$ cat config.mk
export PLATFORM = sky130hd
export DESIGN_NAME = mandel_config_receiver
export DESIGN_NICKNAME = d
export VERILOG_FILES = /design/src/rtl/mandel_config_receiver.sv
export SDC_FILE = /design/constraint.sdc
export NUM_CORES = 1
export LEC_CHECK = 0
export CORE_UTILIZATION = 53
export CTS_CLUSTER_SIZE = 40
export DETAILED_ROUTE_END_ITERATION = 10
export HOLD_SLACK_MARGIN = 0.1
export PLACE_DENSITY = 0.85
export SETUP_SLACK_MARGIN = 0.05
export SYNTH_ARGS = -nofsm -noshare
export SYNTH_HDL_FRONTEND = slang
export SYNTH_SLANG_ARGS = --single-unit
$ cat constraint.sdc
create_clock -name clk -period 2.05 [get_ports clk]
set_clock_uncertainty 0.05 [all_clocks]
set_input_delay 0.205 -clock clk [delete_from_list [all_inputs] [get_ports clk]]
set_output_delay 0.205 -clock clk [all_outputs]
set_load 0.1 [all_outputs]
$ cat src/rtl/mandel_config_receiver.sv
// -----------------------------------------------------------------------------
// mandel_config_receiver
//
// Serial configuration front end for the Mandelbrot engine. Synchronises the
// three-wire sen/sdata/sclk interface from the host microcontroller, shifts in
// one frame of CFG_WIDTH bits (LSB first), checks the frame length, commits a
// good frame atomically to the configuration holding register and issues a
// single-cycle start pulse once the engine reports idle.
//
// Ports:
//   clk          system clock
//   reset        synchronous, active-high reset
//   sen_in       async frame enable, high for the whole frame
//   sdata_in     async serial data, LSB first
//   sclk_in      async serial clock, data sampled on its rising edge
//   engine_idle  engine can accept a new render
//   cfg_out      last committed configuration (changes only on commit)
//   cfg_valid    high once any frame has been committed
//   start        one-cycle render start pulse
//   frame_error  sticky: last frame had the wrong bit count
//   busy         state is not IDLE (registered with state)
// -----------------------------------------------------------------------------
module mandel_config_receiver #(
    parameter int CFG_WIDTH   = 52,
    parameter int SYNC_STAGES = 2
) (
    input  logic                 clk,
    input  logic                 reset,
    input  logic                 sen_in,
    input  logic                 sdata_in,
    input  logic                 sclk_in,
    input  logic                 engine_idle,
    output logic [CFG_WIDTH-1:0] cfg_out,
    output logic                 cfg_valid,
    output logic                 start,
    output logic                 frame_error,
    output logic                 busy
);

    // Counter must reach CFG_WIDTH+1 so that over-long frames stay distinguishable.
    localparam int                CNT_W    = $clog2(CFG_WIDTH + 2);
    localparam logic [CNT_W-1:0]  CNT_FULL = CNT_W'(CFG_WIDTH);
    localparam logic [CNT_W-1:0]  CNT_SAT  = CNT_W'(CFG_WIDTH + 1);

    typedef enum logic [1:0] {
        IDLE,
        RECV,
        PENDING
    } state_t;

    // Synchroniser chains: index 0 is the pin-side stage.
    logic [SYNC_STAGES-1:0] sen_sync_q,   sen_sync_d;
    logic [SYNC_STAGES-1:0] sclk_sync_q,  sclk_sync_d;
    logic [SYNC_STAGES-1:0] sdata_sync_q, sdata_sync_d;

    // Edge-history flops. sdata is only ever sampled, never edge-detected,
    // so it carries no history stage.
    logic sen_hist_q,  sen_hist_d;
    logic sclk_hist_q, sclk_hist_d;

    state_t                 state_q,       state_d;
    logic [CFG_WIDTH-1:0]   shift_reg_q,   shift_reg_d;
    logic [CNT_W-1:0]       bit_cnt_q,     bit_cnt_d;
    logic [CFG_WIDTH-1:0]   cfg_q,         cfg_d;
    logic                   cfg_valid_q,   cfg_valid_d;
    logic                   start_q,       start_d;
    logic                   frame_error_q, frame_error_d;
    logic                   busy_q,        busy_d;

    logic sen_s, sclk_s, sdata_s;
    logic sen_rise, sen_fall, sclk_rise;

    assign sen_s   = sen_sync_q[SYNC_STAGES-1];
    assign sclk_s  = sclk_sync_q[SYNC_STAGES-1];
    assign sdata_s = sdata_sync_q[SYNC_STAGES-1];

    assign sen_rise  =  sen_s  & ~sen_hist_q;
    assign sen_fall  = ~sen_s  &  sen_hist_q;
    assign sclk_rise =  sclk_s & ~sclk_hist_q;

    always_comb begin
        // NOTE: every signal assigned here gets a default first, so no path can
        // leave one unassigned and infer a latch.
        sen_sync_d    = {sen_sync_q[SYNC_STAGES-2:0],   sen_in};
        sclk_sync_d   = {sclk_sync_q[SYNC_STAGES-2:0],  sclk_in};
        sdata_sync_d  = {sdata_sync_q[SYNC_STAGES-2:0], sdata_in};
        sen_hist_d    = sen_s;
        sclk_hist_d   = sclk_s;
        state_d       = state_q;
        shift_reg_d   = shift_reg_q;
        bit_cnt_d     = bit_cnt_q;
        cfg_d         = cfg_q;
        cfg_valid_d   = cfg_valid_q;
        frame_error_d = frame_error_q;
        start_d       = 1'b0;

        unique case (state_q)
            IDLE: begin
                if (sen_rise) begin
                    bit_cnt_d   = '0;
                    shift_reg_d = '0;
                    state_d     = RECV;
                end
            end

            RECV: begin
                // On a sen falling edge sen_s is already 0, so a coincident
                // sclk edge can never shift an extra bit.
                if (sen_fall) begin
                    if (bit_cnt_q == CNT_FULL) begin
                        cfg_d         = shift_reg_q;
                        cfg_valid_d   = 1'b1;
                        frame_error_d = 1'b0;
                        state_d       = PENDING;
                    end else begin
                        frame_error_d = 1'b1;
                        state_d       = IDLE;
                    end
                end else if (sclk_rise && sen_s) begin
                    shift_reg_d = {sdata_s, shift_reg_q[CFG_WIDTH-1:1]};
                    if (bit_cnt_q != CNT_SAT) begin
                        bit_cnt_d = bit_cnt_q + 1'b1;
                    end
                end
            end

            PENDING: begin
                // A new frame overrides the queued start; cfg_q keeps the
                // committed value until that frame itself commits.
                if (sen_rise) begin
                    bit_cnt_d   = '0;
                    shift_reg_d = '0;
                    state_d     = RECV;
                end else if (engine_idle) begin
                    start_d = 1'b1;
                    state_d = IDLE;
                end
            end

            default: state_d = IDLE;
        endcase

        busy_d = (state_d != IDLE);
    end

    always_ff @(posedge clk) begin
        // NOTE: sequential state uses non-blocking assignments so all flops
        // update together from pre-edge values.
        if (reset) begin
            // NOTE: every flop, synchronisers included, is reset so a frame
            // interrupted by reset is fully discarded.
            sen_sync_q    <= '0;
            sclk_sync_q   <= '0;
            sdata_sync_q  <= '0;
            sen_hist_q    <= 1'b0;
            sclk_hist_q   <= 1'b0;
            state_q       <= IDLE;
            shift_reg_q   <= '0;
            bit_cnt_q     <= '0;
            cfg_q         <= '0;
            cfg_valid_q   <= 1'b0;
            start_q       <= 1'b0;
            frame_error_q <= 1'b0;
            busy_q        <= 1'b0;
        end else begin
            sen_sync_q    <= sen_sync_d;
            sclk_sync_q   <= sclk_sync_d;
            sdata_sync_q  <= sdata_sync_d;
            sen_hist_q    <= sen_hist_d;
            sclk_hist_q   <= sclk_hist_d;
            state_q       <= state_d;
            shift_reg_q   <= shift_reg_d;
            bit_cnt_q     <= bit_cnt_d;
            cfg_q         <= cfg_d;
            cfg_valid_q   <= cfg_valid_d;
            start_q       <= start_d;
            frame_error_q <= frame_error_d;
            busy_q        <= busy_d;
        end
    end

    assign cfg_out     = cfg_q;
    assign cfg_valid   = cfg_valid_q;
    assign start       = start_q;
    assign frame_error = frame_error_q;
    assign busy        = busy_q;

endmodule

==> metrics.cfg <==
[floorplan]
ioPinCount=62
fp.coreArea_um2=7850
dieHeight_um=92.7
start_util_pct=55.6
fp-row-count=32
die_w_um=92.7
dieArea_um2=8590

[drt]
ant_nets=0
drtIter0Drc=242
routed_wl_um=8890
drcViolationCount=0
firstDrtPassIters=4
via_per_inst=5.36
via_count=3477
wl_per_cell_um=13.7

[placed_design]
hpwl_um=5270
place_inst=617
gp_congestion=0.813
io_buffers=61

[sta]
relSlewSlack_pct=47.8
post-route-min-period_ps=1860
rsz0062_at_grt=true
hold_viol=0
finalCritPeriodShare_pct=90.9
finalSetupTns_ps=0
drv_slew=0
setup_viol=0
max_freq_mhz=536
worst_pin_slew_ps=780
hold_slack_ps=190

[yosys]
yosysMostFrequentCell=dfxtp_1
synthesis.area_um2=4360
netlist_top_cells_count=124 x dfxtp_1, 105 x nand2_1, 61 x nor2_1
synth_fp_nets=492
synth-async-reset-ratio_pct=0
synth-edff-count=0
seq_area_frac_synth_pct=56.9
yosys_warnings=0
yosysTopAreaCell=dfxtp_1
synth_top_area_share_pct=56.9
ys_types=37
ys_seq_elements=124
avgSynthCellArea_um2=9.03
synth_cells=483
synthFlopType=dfxtp_1
synth.top_cells.by_area=dfxtp_1 57%, nand2_1 9.0%, a22oi_1 9.0%, a21oi_1 6.4%, nor2_1 5.3%

[global_routing]
grt_pass1_wl_um=14900
met1_usage_pct=26.8
grt_overflow_total=0
busiest_layer=met2
grt_use_total_pct=22.3
grt_use_met2_pct=36.5
grt_pass1_vias=3275
met3_usage_pct=7.06
antenna_found_initial=0
grt_max_degree=77

[clocking]
cts_tree=done
cts_buffers=17
clk_latency_ps=510
numClockSinks=124
root_buffer=clkbuf_8
h-tree-depth=4
cts_max_path_buffers=2
clk_pin_slew_ps=50
ctsHoldBuffers=0
cts_setup_buffers=0

[layout]
syn2layout_area_growth_pct=23.6
fillers=631
num_antenna_cells=0
final_cells=649
final_nets=544
multi_input_area_um2=1690
drive_above_1_share_pct=18.6
regArea_um2=2480
final_core_util_pct=68.7

[pwr]
finalPower_mw=5.21
power_density_nw_per_um2=967
irDropWorstVdd_mv=0.645
leakage_nw=2.02

[worst_setup_path]
required_ps=2450
crit_arrival_ps=2270
cp-start-kind=flop
crit_type=flop to flop
end_kind=flop
crit_fanout=26

[job]
drv_cap=0

[worst_hold_path]
hold_class=input pin to flop

[run_status]
outcome=completed

area by class of cell:
| type | count | share of cell area (%) |
|---|---|---|
| Multi-Input combinational cell | 320 | 31.4 |
| Inverter | 3 | 0.209 |
| Tap cell | 102 | 2.37 |
| Clock inverter | 7 | 1.21 |
| Timing Repair Buffer | 69 | 10.0 |
| Clock buffer | 24 | 8.73 |
| Sequential cell | 124 | 46.1 |
path summary, 6_finish.rpt:
path | start | depth (start not counted) | slack (ps) | endpoint
setup / recovery | state_q[1] | 4 | 190 | shift_reg_q[26]
hold / removal | reset | 2 | 190 | shift_reg_q[48]
setup reg to reg | state_q[1] | 4 | 190 | shift_reg_q[26]
hold reg to reg | sen_sync_q[0] | 1 | 390 | sen_sync_q[1]
placed cells by master, fill, tap and decap left out, types with 2 or more instances in the layout:
| cell type | synthesis | final |
|---|---|---|
| inv_1 | 3 | 3 |
| clkinv_2 | 0 | 4 |
| clkbuf_1 | 18 | 4 |
| nor2b_1 | 9 | 9 |
| dfxtp_1 | 124 | 124 |
| xor2_1 | 2 | 2 |
| clkdlybuf4s50_1 | 0 | 4 |
| o21ai_4 | 0 | 2 |
| ha_1 | 3 | 3 |
| nand2_1 | 105 | 105 |
| nor2_1 | 61 | 61 |
| and4_1 | 3 | 2 |
| clkbuf_16 | 0 | 16 |
| clkinvlp_4 | 0 | 2 |
| o21ai_0 | 4 | 4 |
| a22oi_1 | 52 | 52 |
| a21oi_1 | 56 | 56 |
| buf_4 | 1 | 64 |
| clkbuf_8 | 0 | 4 |
| or3_1 | 2 | 2 |
| nand3_1 | 2 | 2 |
per-stage QoR:
stage / area, um2 / setup WS [ps]
final: 5390 / 186
after global routing: 5390 / 42.4
after CTS: 5390 / 180
after detailed placement: 4840 / -162
after global placement: 4840 / -35.2
after floorplan: 4360 / 568
worst max-delay path: stages (launching register included):
cell	delay (ps)
dfxtp_1	420
and4bb_1	320
o21ai_4	660
a22oi_1	230
nor2_1	110
metal layers:
metal	vias to the layer above	part of all wire [%]
li1	1737	-
met1	1641	46
met2	79	48
met3	20	4.6
met4	0	1.6
met5	-	0
state kept, by name, summed over array words and instances (netlist names):
signal        flops
bit_cnt_q         6
busy              1
cfg_out          52
cfg_valid         1
frame_error       1
sclk_hist_q       1
sclk_sync_q       2
sdata_sync_q      2
sen_hist_q        1
sen_sync_q        2
shift_reg_q      52
start             1
state_q           2
power by group:
part	switching [mW]	leakage (nW)	internal, mW
combinational	0.0801	0.757	0.0298
sequential	0.00778	1.00	2.42
clock	0.986	0.261	1.69
what timing repair did:
item | in CTS | in global routing
resized for setup | 1 | 0
setup endpoints to repair | 52 | 1
cloned | 1 | 0
endpoints found under the hold margin | 0 | 0
pin swaps | 1 | 0
cell families after synthesis:
family / Yosys count / share of synthesized area (%)
AND/OR/NAND/NOR: 196 / 19.6
buffers and inverters: 40 / 4.91
AO/OA/AOI/OAI: 117 / 17.1
adder cells (fa/ha/maj): 3 / 0.861
flip-flops: 124 / 56.9
XOR/XNOR: 3 / 0.603
Power figures use the tool's default switching activity.
